`src/rtl/sram_req_sched_pkg.sv`:
```
// Shared constants, request classification and credit arithmetic for the
// SRAM request scheduler and its response FIFO.
package sram_req_sched_pkg;

  localparam int RSP_FIFO_DEPTH = 2;
  localparam int RSP_PTR_W      = 1;
  localparam int RSP_OCC_W      = 2;

  // Credit sums need one bit more than occupancy so a full FIFO plus an
  // in-flight read never wraps.
  localparam logic [RSP_OCC_W:0] RSP_CREDIT_LIMIT = (RSP_OCC_W + 1)'(RSP_FIFO_DEPTH);

  // The SRAM drives this on DOUT after a write; a capture of it means the
  // read data was sampled a cycle too late.
  localparam int MAX_DW = 1024;
  localparam logic [MAX_DW-1:0] SRAM_UNCERTAIN_PAT = {(MAX_DW / 2){2'b01}};

  typedef enum logic [1:0] {
    REQ_IDLE,
    REQ_READ,
    REQ_WRITE
  } req_kind_e;

  function automatic req_kind_e classify_req(input logic accepted, input logic any_byte);
    if (!accepted) return REQ_IDLE;
    return any_byte ? REQ_WRITE : REQ_READ;
  endfunction

  function automatic logic [RSP_OCC_W:0] credit_use(input logic [RSP_OCC_W-1:0] occ,
                                                    input logic inflight,
                                                    input logic pop);
    return {1'b0, occ} + {{RSP_OCC_W{1'b0}}, inflight} - {{RSP_OCC_W{1'b0}}, pop};
  endfunction

endpackage

```
`src/rtl/sram_req_sched_if.sv`:
```
// Request, response and SRAM-side signals of the scheduler. slave is the
// scheduler's view; master is the surrounding system (requester, sink, SRAM).
interface sram_req_sched_if #(
  parameter int P_DW = 6,
  parameter int AW   = 6
);
  localparam int DW = 1 << P_DW;
  localparam int BW = DW / 8;

  logic          req_valid;
  logic          req_ready;
  logic [AW-1:0] req_addr;
  logic [BW-1:0] req_we;
  logic [DW-1:0] req_wdat;

  logic          rsp_valid;
  logic          rsp_ready;
  logic [DW-1:0] rsp_rdat;

  logic [AW-1:0] sram_addr;
  logic          sram_re;
  logic [BW-1:0] sram_we;
  logic [DW-1:0] sram_din;
  logic [DW-1:0] sram_dout;

  modport slave (
    input  req_valid, req_addr, req_we, req_wdat, rsp_ready, sram_dout,
    output req_ready, rsp_valid, rsp_rdat, sram_addr, sram_re, sram_we, sram_din
  );

  modport master (
    output req_valid, req_addr, req_we, req_wdat, rsp_ready, sram_dout,
    input  req_ready, rsp_valid, rsp_rdat, sram_addr, sram_re, sram_we, sram_din
  );

endinterface

```
`src/rtl/sram_rsp_fifo.sv`:
```
// Two-entry response FIFO: async-reset pointers and occupancy, unreset data
// slots, head presented combinationally.
module sram_rsp_fifo
  import sram_req_sched_pkg::*;
#(
  parameter int W = 64
) (
  input  logic                 CLK,
  input  logic                 RST,
  input  logic                 push,
  input  logic [W-1:0]         din,
  input  logic                 pop,
  output logic [W-1:0]         head,
  output logic [RSP_OCC_W-1:0] occ
);

  logic [W-1:0]         slot [RSP_FIFO_DEPTH];
  logic [RSP_PTR_W-1:0] wr_ptr;
  logic [RSP_PTR_W-1:0] rd_ptr;

  // Pointers are exactly log2(depth) wide, so increments wrap modulo 2.
  always_ff @(posedge CLK or posedge RST) begin
    if (RST) begin
      wr_ptr <= '0;
      rd_ptr <= '0;
      occ    <= '0;
    end else begin
      if (push) wr_ptr <= wr_ptr + RSP_PTR_W'(1);
      if (pop)  rd_ptr <= rd_ptr + RSP_PTR_W'(1);
      case ({push, pop})
        2'b10:   occ <= occ + RSP_OCC_W'(1);
        2'b01:   occ <= occ - RSP_OCC_W'(1);
        default: occ <= occ;
      endcase
    end
  end

  always_ff @(posedge CLK) begin
    if (push) slot[wr_ptr] <= din;
  end

  assign head = slot[rd_ptr];

  a_no_overflow: assert property (@(posedge CLK) disable iff (RST)
    !(push && !pop && occ == RSP_OCC_W'(RSP_FIFO_DEPTH)));
  a_no_underflow: assert property (@(posedge CLK) disable iff (RST)
    !(pop && occ == '0));

endmodule

```
`src/rtl/sram_req_sched.sv`:
```
// Drives a single-port byte-enable SRAM from a valid/ready request channel and
// returns read data via a 2-entry buffer. SRAM_REQ_SCHED_BYPASS_EN adds a 1-cycle read path.
module sram_req_sched
  import sram_req_sched_pkg::*;
#(
  parameter int P_DW = 6,
  parameter int AW   = 6
) (
  input logic             CLK,
  input logic             RST,
  sram_req_sched_if.slave bus
);

  localparam int DW = 1 << P_DW;
  localparam int BW = DW / 8;

  req_kind_e            kind;
  logic                 rd_issue;
  logic                 inflight_ff;
  logic                 pop;
  logic                 fifo_push;
  logic                 fifo_pop;
  logic [RSP_OCC_W-1:0] occ;
  logic [DW-1:0]        fifo_head;

  // Nothing reaches the SRAM while reset is held, even though req_ready is 1.
  assign kind     = classify_req(bus.req_valid & bus.req_ready & ~RST, |bus.req_we);
  assign rd_issue = (kind == REQ_READ);

  assign bus.sram_addr = bus.req_addr[AW-1:0];
  assign bus.sram_din  = bus.req_wdat;
  assign bus.sram_re   = rd_issue;
  assign bus.sram_we   = bus.req_we & {BW{kind == REQ_WRITE}};

  always_ff @(posedge CLK or posedge RST) begin
    if (RST) inflight_ff <= 1'b0;
    else     inflight_ff <= rd_issue;
  end

  assign pop = bus.rsp_valid & bus.rsp_ready;

`ifdef SRAM_REQ_SCHED_BYPASS_EN
  logic bypass_hit;

  // With nothing queued, the read returning this cycle goes straight out;
  // it only lands in the FIFO if the sink stalls.
  assign bypass_hit    = inflight_ff & (occ == '0);
  assign bus.rsp_valid = (occ != '0) | bypass_hit;
  assign bus.rsp_rdat  = bypass_hit ? bus.sram_dout : fifo_head;
  assign fifo_push     = inflight_ff & ~(bypass_hit & bus.rsp_ready);
  assign fifo_pop      = pop & ~bypass_hit;
`else
  assign bus.rsp_valid = (occ != '0);
  assign bus.rsp_rdat  = fifo_head;
  assign fifo_push     = inflight_ff;
  assign fifo_pop      = pop;
`endif

  // Buffered plus in-flight reads, less the one leaving now, must leave room
  // for whatever gets accepted this cycle; writes share the same credit.
  assign bus.req_ready = credit_use(occ, inflight_ff, pop) < RSP_CREDIT_LIMIT;

  sram_rsp_fifo #(
    .W(DW)
  ) u_rsp_fifo (
    .CLK (CLK),
    .RST (RST),
    .push(fifo_push),
    .din (bus.sram_dout),
    .pop (fifo_pop),
    .head(fifo_head),
    .occ (occ)
  );

  a_one_sram_op: assert property (@(posedge CLK) disable iff (RST)
    !(bus.sram_re && bus.sram_we != '0));

endmodule

```
`src/flat_wrapper.sv`:
```
// flat-port wrapper written by rule: the top's interface ports become plain ports
module sram_req_sched_flat import sram_req_sched_pkg::*;
#(
  parameter int P_DW = 6,
  parameter int AW   = 6
)
  (CLK, RST, bus_req_valid, bus_req_addr, bus_req_we, bus_req_wdat, bus_rsp_ready, bus_sram_dout, bus_req_ready, bus_rsp_valid, bus_rsp_rdat, bus_sram_addr, bus_sram_re, bus_sram_we, bus_sram_din);
  sram_req_sched_if #(.P_DW(P_DW), .AW(AW)) bus_i ();
  input logic CLK;
  input logic RST;
  input wire logic [$bits(bus_i.req_valid)-1:0] bus_req_valid;
  input wire logic [$bits(bus_i.req_addr)-1:0] bus_req_addr;
  input wire logic [$bits(bus_i.req_we)-1:0] bus_req_we;
  input wire logic [$bits(bus_i.req_wdat)-1:0] bus_req_wdat;
  input wire logic [$bits(bus_i.rsp_ready)-1:0] bus_rsp_ready;
  input wire logic [$bits(bus_i.sram_dout)-1:0] bus_sram_dout;
  output wire logic [$bits(bus_i.req_ready)-1:0] bus_req_ready;
  output wire logic [$bits(bus_i.rsp_valid)-1:0] bus_rsp_valid;
  output wire logic [$bits(bus_i.rsp_rdat)-1:0] bus_rsp_rdat;
  output wire logic [$bits(bus_i.sram_addr)-1:0] bus_sram_addr;
  output wire logic [$bits(bus_i.sram_re)-1:0] bus_sram_re;
  output wire logic [$bits(bus_i.sram_we)-1:0] bus_sram_we;
  output wire logic [$bits(bus_i.sram_din)-1:0] bus_sram_din;
  assign bus_i.req_valid = bus_req_valid;
  assign bus_i.req_addr = bus_req_addr;
  assign bus_i.req_we = bus_req_we;
  assign bus_i.req_wdat = bus_req_wdat;
  assign bus_i.rsp_ready = bus_rsp_ready;
  assign bus_i.sram_dout = bus_sram_dout;
  assign bus_req_ready = bus_i.req_ready;
  assign bus_rsp_valid = bus_i.rsp_valid;
  assign bus_rsp_rdat = bus_i.rsp_rdat;
  assign bus_sram_addr = bus_i.sram_addr;
  assign bus_sram_re = bus_i.sram_re;
  assign bus_sram_we = bus_i.sram_we;
  assign bus_sram_din = bus_i.sram_din;
  sram_req_sched #(.P_DW(P_DW), .AW(AW)) u_core (.CLK(CLK), .RST(RST), .bus(bus_i));
endmodule
```
`config.mk`:
```
export PLATFORM = sky130hd
export DESIGN_NAME = sram_req_sched_flat
export DESIGN_NICKNAME = d
export VERILOG_FILES = /design/src/rtl/sram_req_sched_pkg.sv /design/src/rtl/sram_req_sched_if.sv /design/src/rtl/sram_rsp_fifo.sv /design/src/rtl/sram_req_sched.sv /design/src/flat_wrapper.sv
export SDC_FILE = /design/constraint.sdc
export NUM_CORES = 1
export LEC_CHECK = 0
export ABC_AREA = 1
export CORE_MARGIN = 4
export CORE_UTILIZATION = 40
export DETAILED_ROUTE_END_ITERATION = 6
export PLACE_DENSITY = 0.78
export SLEW_MARGIN = 10
export SYNTH_ARGS = -nofsm -noshare
export SYNTH_HDL_FRONTEND = slang
export SYNTH_HIERARCHICAL = 1
export SYNTH_SLANG_ARGS = --single-unit
export TNS_END_PERCENT = 100
```
`constraint.sdc`:
```
create_clock -name CLK -period 6.59 [get_ports CLK]
set_clock_uncertainty 0.15 [all_clocks]
set_input_delay 1.977 -clock CLK [delete_from_list [all_inputs] [get_ports CLK]]
set_output_delay 1.977 -clock CLK [all_outputs]
set_load 0.05 [all_outputs]
```
==> results.tsv <==
stage	metric	value	unit
routing	viasPerCell	4.53	
logic_synthesis	syn_area_per_cell	12.4	um2
routing	num_vias	3394	
routing	totalWireLength	14000	um
logic_synthesis	syn-num-nets	618	
routing	dr.pass1.iters	6	
timing	worst_pin_slew	1130	ps
logic_synthesis	syn_area	0.00582	mm2
floorplanning	ios	291	
floorplanning	die-area	0.0165	mm2
power	leakagePower	0.00297	uW
routing	drc	0	
critical_path	ff2ff_path_depth	10	
logic_synthesis	ys_ff_latch	133	
critical_path	cp_slowest_stage_delay	460	ps
timing	relSlewSlack	0.247	
min_path	hold_start	u_core/fifo_push$_DFF_PP0_	
critical_path	crit_fanout	9	
timing	fmax	158	MHz
global_routing	grt-ovfl-total	0	
timing	period_share	0.960	
routing	ant_nets	0	
clock_network	cts_tree	done	
power	ir_worst_vdd	0.435	mV
clock_network	cts.clk_slew.worst_paths	60	ps
floorplanning	die_y	129	um
critical_path	crit_start	bus_rsp_ready	
critical_path	end_kind	output pin	
global_routing	antenna_found_initial	0	
clock_network	ctsResizeCount	0	
clock_network	cts_buffers	17	
min_path	hold_class	flip-flop to flip-flop	
power	cellPowerDensity	429	mW/mm2
clock_network	cts.sinks	133	
critical_path	crit_chain	clkdlybuf4s50_1 > o21a_1 > ha_1 > inv_1 > nand2_1 > fa_1 > inv_1 > nand2_2 > nand2_2 > nand3_4 > nor3_2 > buf_12	
global_routing	grt_pass1_vias	3487	
status	status	finished, final reports clean	
critical_path	cp-endpoint	bus_sram_re	
critical_path	cp_top_family	buffers and inverters	
floorplanning	core	0.0140	mm2
place	gp_congestion	0.784	
timing	hold_viol_final	0	
critical_path	crit_arrival	4200	ps
clock_network	hold_buffers	0	
floorplanning	die_w	129	um
critical_path	r2r_setup_slack	4160	ps
clock_network	clockBufferDepth	2	
timing	finalSetupViolCount	0	
timing	fin_crit	6330	ps
logic_synthesis	postSynthCellCount	469	
layout	drive_gt1_frac	0.105	
critical_path	cp-start-kind	primary input	
critical_path	worst_r2r_endpoint	u_core/fifo_push$_DFF_PP0_	
critical_path	cpMaxStageDelayCell	clkdlybuf4s50_1	
floorplanning	fp-row-count	43	
routing	routedWlPerCell	18.6	um
flow_run	cap_violations	0	
timing	final.setup.tns	0	ps
critical_path	r2r_start	u_core/u_rsp_fifo/occ[1]$_DFFE_PP0P_	
timing	hold_ws	365	ps
clock_network	cts_setup_buffers	0	
critical_path	crit_type	primary input to output pin	
place	port_buffers	150	
floorplanning	initial_core_util	0.415	
timing	rsz0062_at_grt	no	
global_routing	grt_pass1_wl	20000	um
layout	nets	705	
critical_path	crit_required	4460	ps
layout	n_antenna_cell	0	
timing	slew_violations	0	
global_routing	grt_usage	0.163	
layout	area_delta_synth_final	31.3	%
clock_network	cts_root_buf	clkbuf_16	
logic_synthesis	ys.warnings.count	6	
clock_network	cts_max_level	4	
critical_path	crit_buf_inv	4	
place	dp_hpwl	10700	um
clock_network	clk_latency	390	ps
routing	first_iter_violations	205	
critical_path	crit_cells	12	
global_routing	grt_max_degree	130	
logic_synthesis	synth.distinct_cells	23	
logic_synthesis	ys_seq_area_frac	0.682	
[worst min path at each step]
stage,endpoint,slack [ps],cells after the start
finish,u_core/u_rsp_fifo/wr_ptr$_DFFE_PP0P_,360,1
global route,u_core/u_rsp_fifo/wr_ptr$_DFFE_PP0P_,400,1
CTS,u_core/u_rsp_fifo/wr_ptr$_DFFE_PP0P_,370,1
detailed placement,u_core/u_rsp_fifo/wr_ptr$_DFFE_PP0P_,370,1
global placement,u_core/u_rsp_fifo/occ[0]$_DFFE_PP0P_,380,1
floorplan,u_core/u_rsp_fifo/wr_ptr$_DFFE_PP0P_,310,1
[cell usage in the layout (no fill, tap or decap), types with 3 or more instances in the layout]
cell type,n
buf_12,10
o21ai_0,48
clkdlybuf4s50_1,140
bufinv_16,5
clkinvlp_4,3
o21ai_1,16
nand2_1,72
inv_1,84
nand2_2,4
clkbuf_16,17
nor3_2,9
nor2_1,4
dfrtp_1,4
edfxtp_1,128
[cell families after synthesis]
kind of cell,count (synthesis),synth area share
AO/OA/AOI/OAI,66,0.0576
XOR/XNOR,3,0.00451
adder cells (fa/ha/maj),3,0.00774
buffers and inverters,169,0.170
flip-flops,133,0.682
AND/OR/NAND/NOR,95,0.0789
[routing by layer]
metal	GRT usage	vias up	share of wire
li1	-	1644	-
met1	0.140	1558	0.29
met2	0.306	168	0.55
met3	0.0872	24	0.12
met4	0.0692	0	0.030
met5	0.00294	-	0
[final cells by class]
type,count,area [um2]
clock inverter,13,204
multi-input combinational,167,873
inverter,85,319
tap,180,225
timing repair buffer,152,1620
clock buffer,19,433
fill,1151,6400
sequential,133,3970
[stage by stage]
step           total power [uW]  worst slack, ps  area [um2]   util  instances
2_1_floorplan              2020              280        5820      -        469
3_3_place_gp               2290              360        7010  0.499        717
3_5_place_dp               2310              231        7010  0.499        717
4_1_cts                    3320              236        7640  0.544        749
5_1_grt                    3410              165        7640  0.544        749
6_report                   3280              261        7640  0.544        749
[synth_stat cells (all sizes together)]
cell type  instances  area share
nand4              1      0.0011
clkbuf             1     0.00064
nor2               7      0.0077
o21a               1      0.0013
o21ai             64       0.055
xor2               2      0.0030
inv               85       0.055
nand3              2      0.0039
nand2             76       0.051
buf               83        0.11
fa                 1      0.0034
ha                 2      0.0043
dfrtp              5       0.021
edfxtp           128        0.66
nor3               9       0.015
a21boi             1      0.0013
xnor2              1      0.0015
[state kept, by name, summed over array words and instances, names as in the netlist]
name and flops:
u_core/u_rsp_fifo/slot 128, u_core/fifo_push 1, u_core/u_rsp_fifo/occ 2, u_core/u_rsp_fifo/rd_ptr 1, u_core/u_rsp_fifo/wr_ptr 1
[where the power goes]
group / internal (uW) / switching (uW) / total [uW]
sequential: 937 / 112 / 1050
combinational: 422 / 808 / 1230
clock: 670 / 330 / 1000
Power figures use the tool's default switching activity.
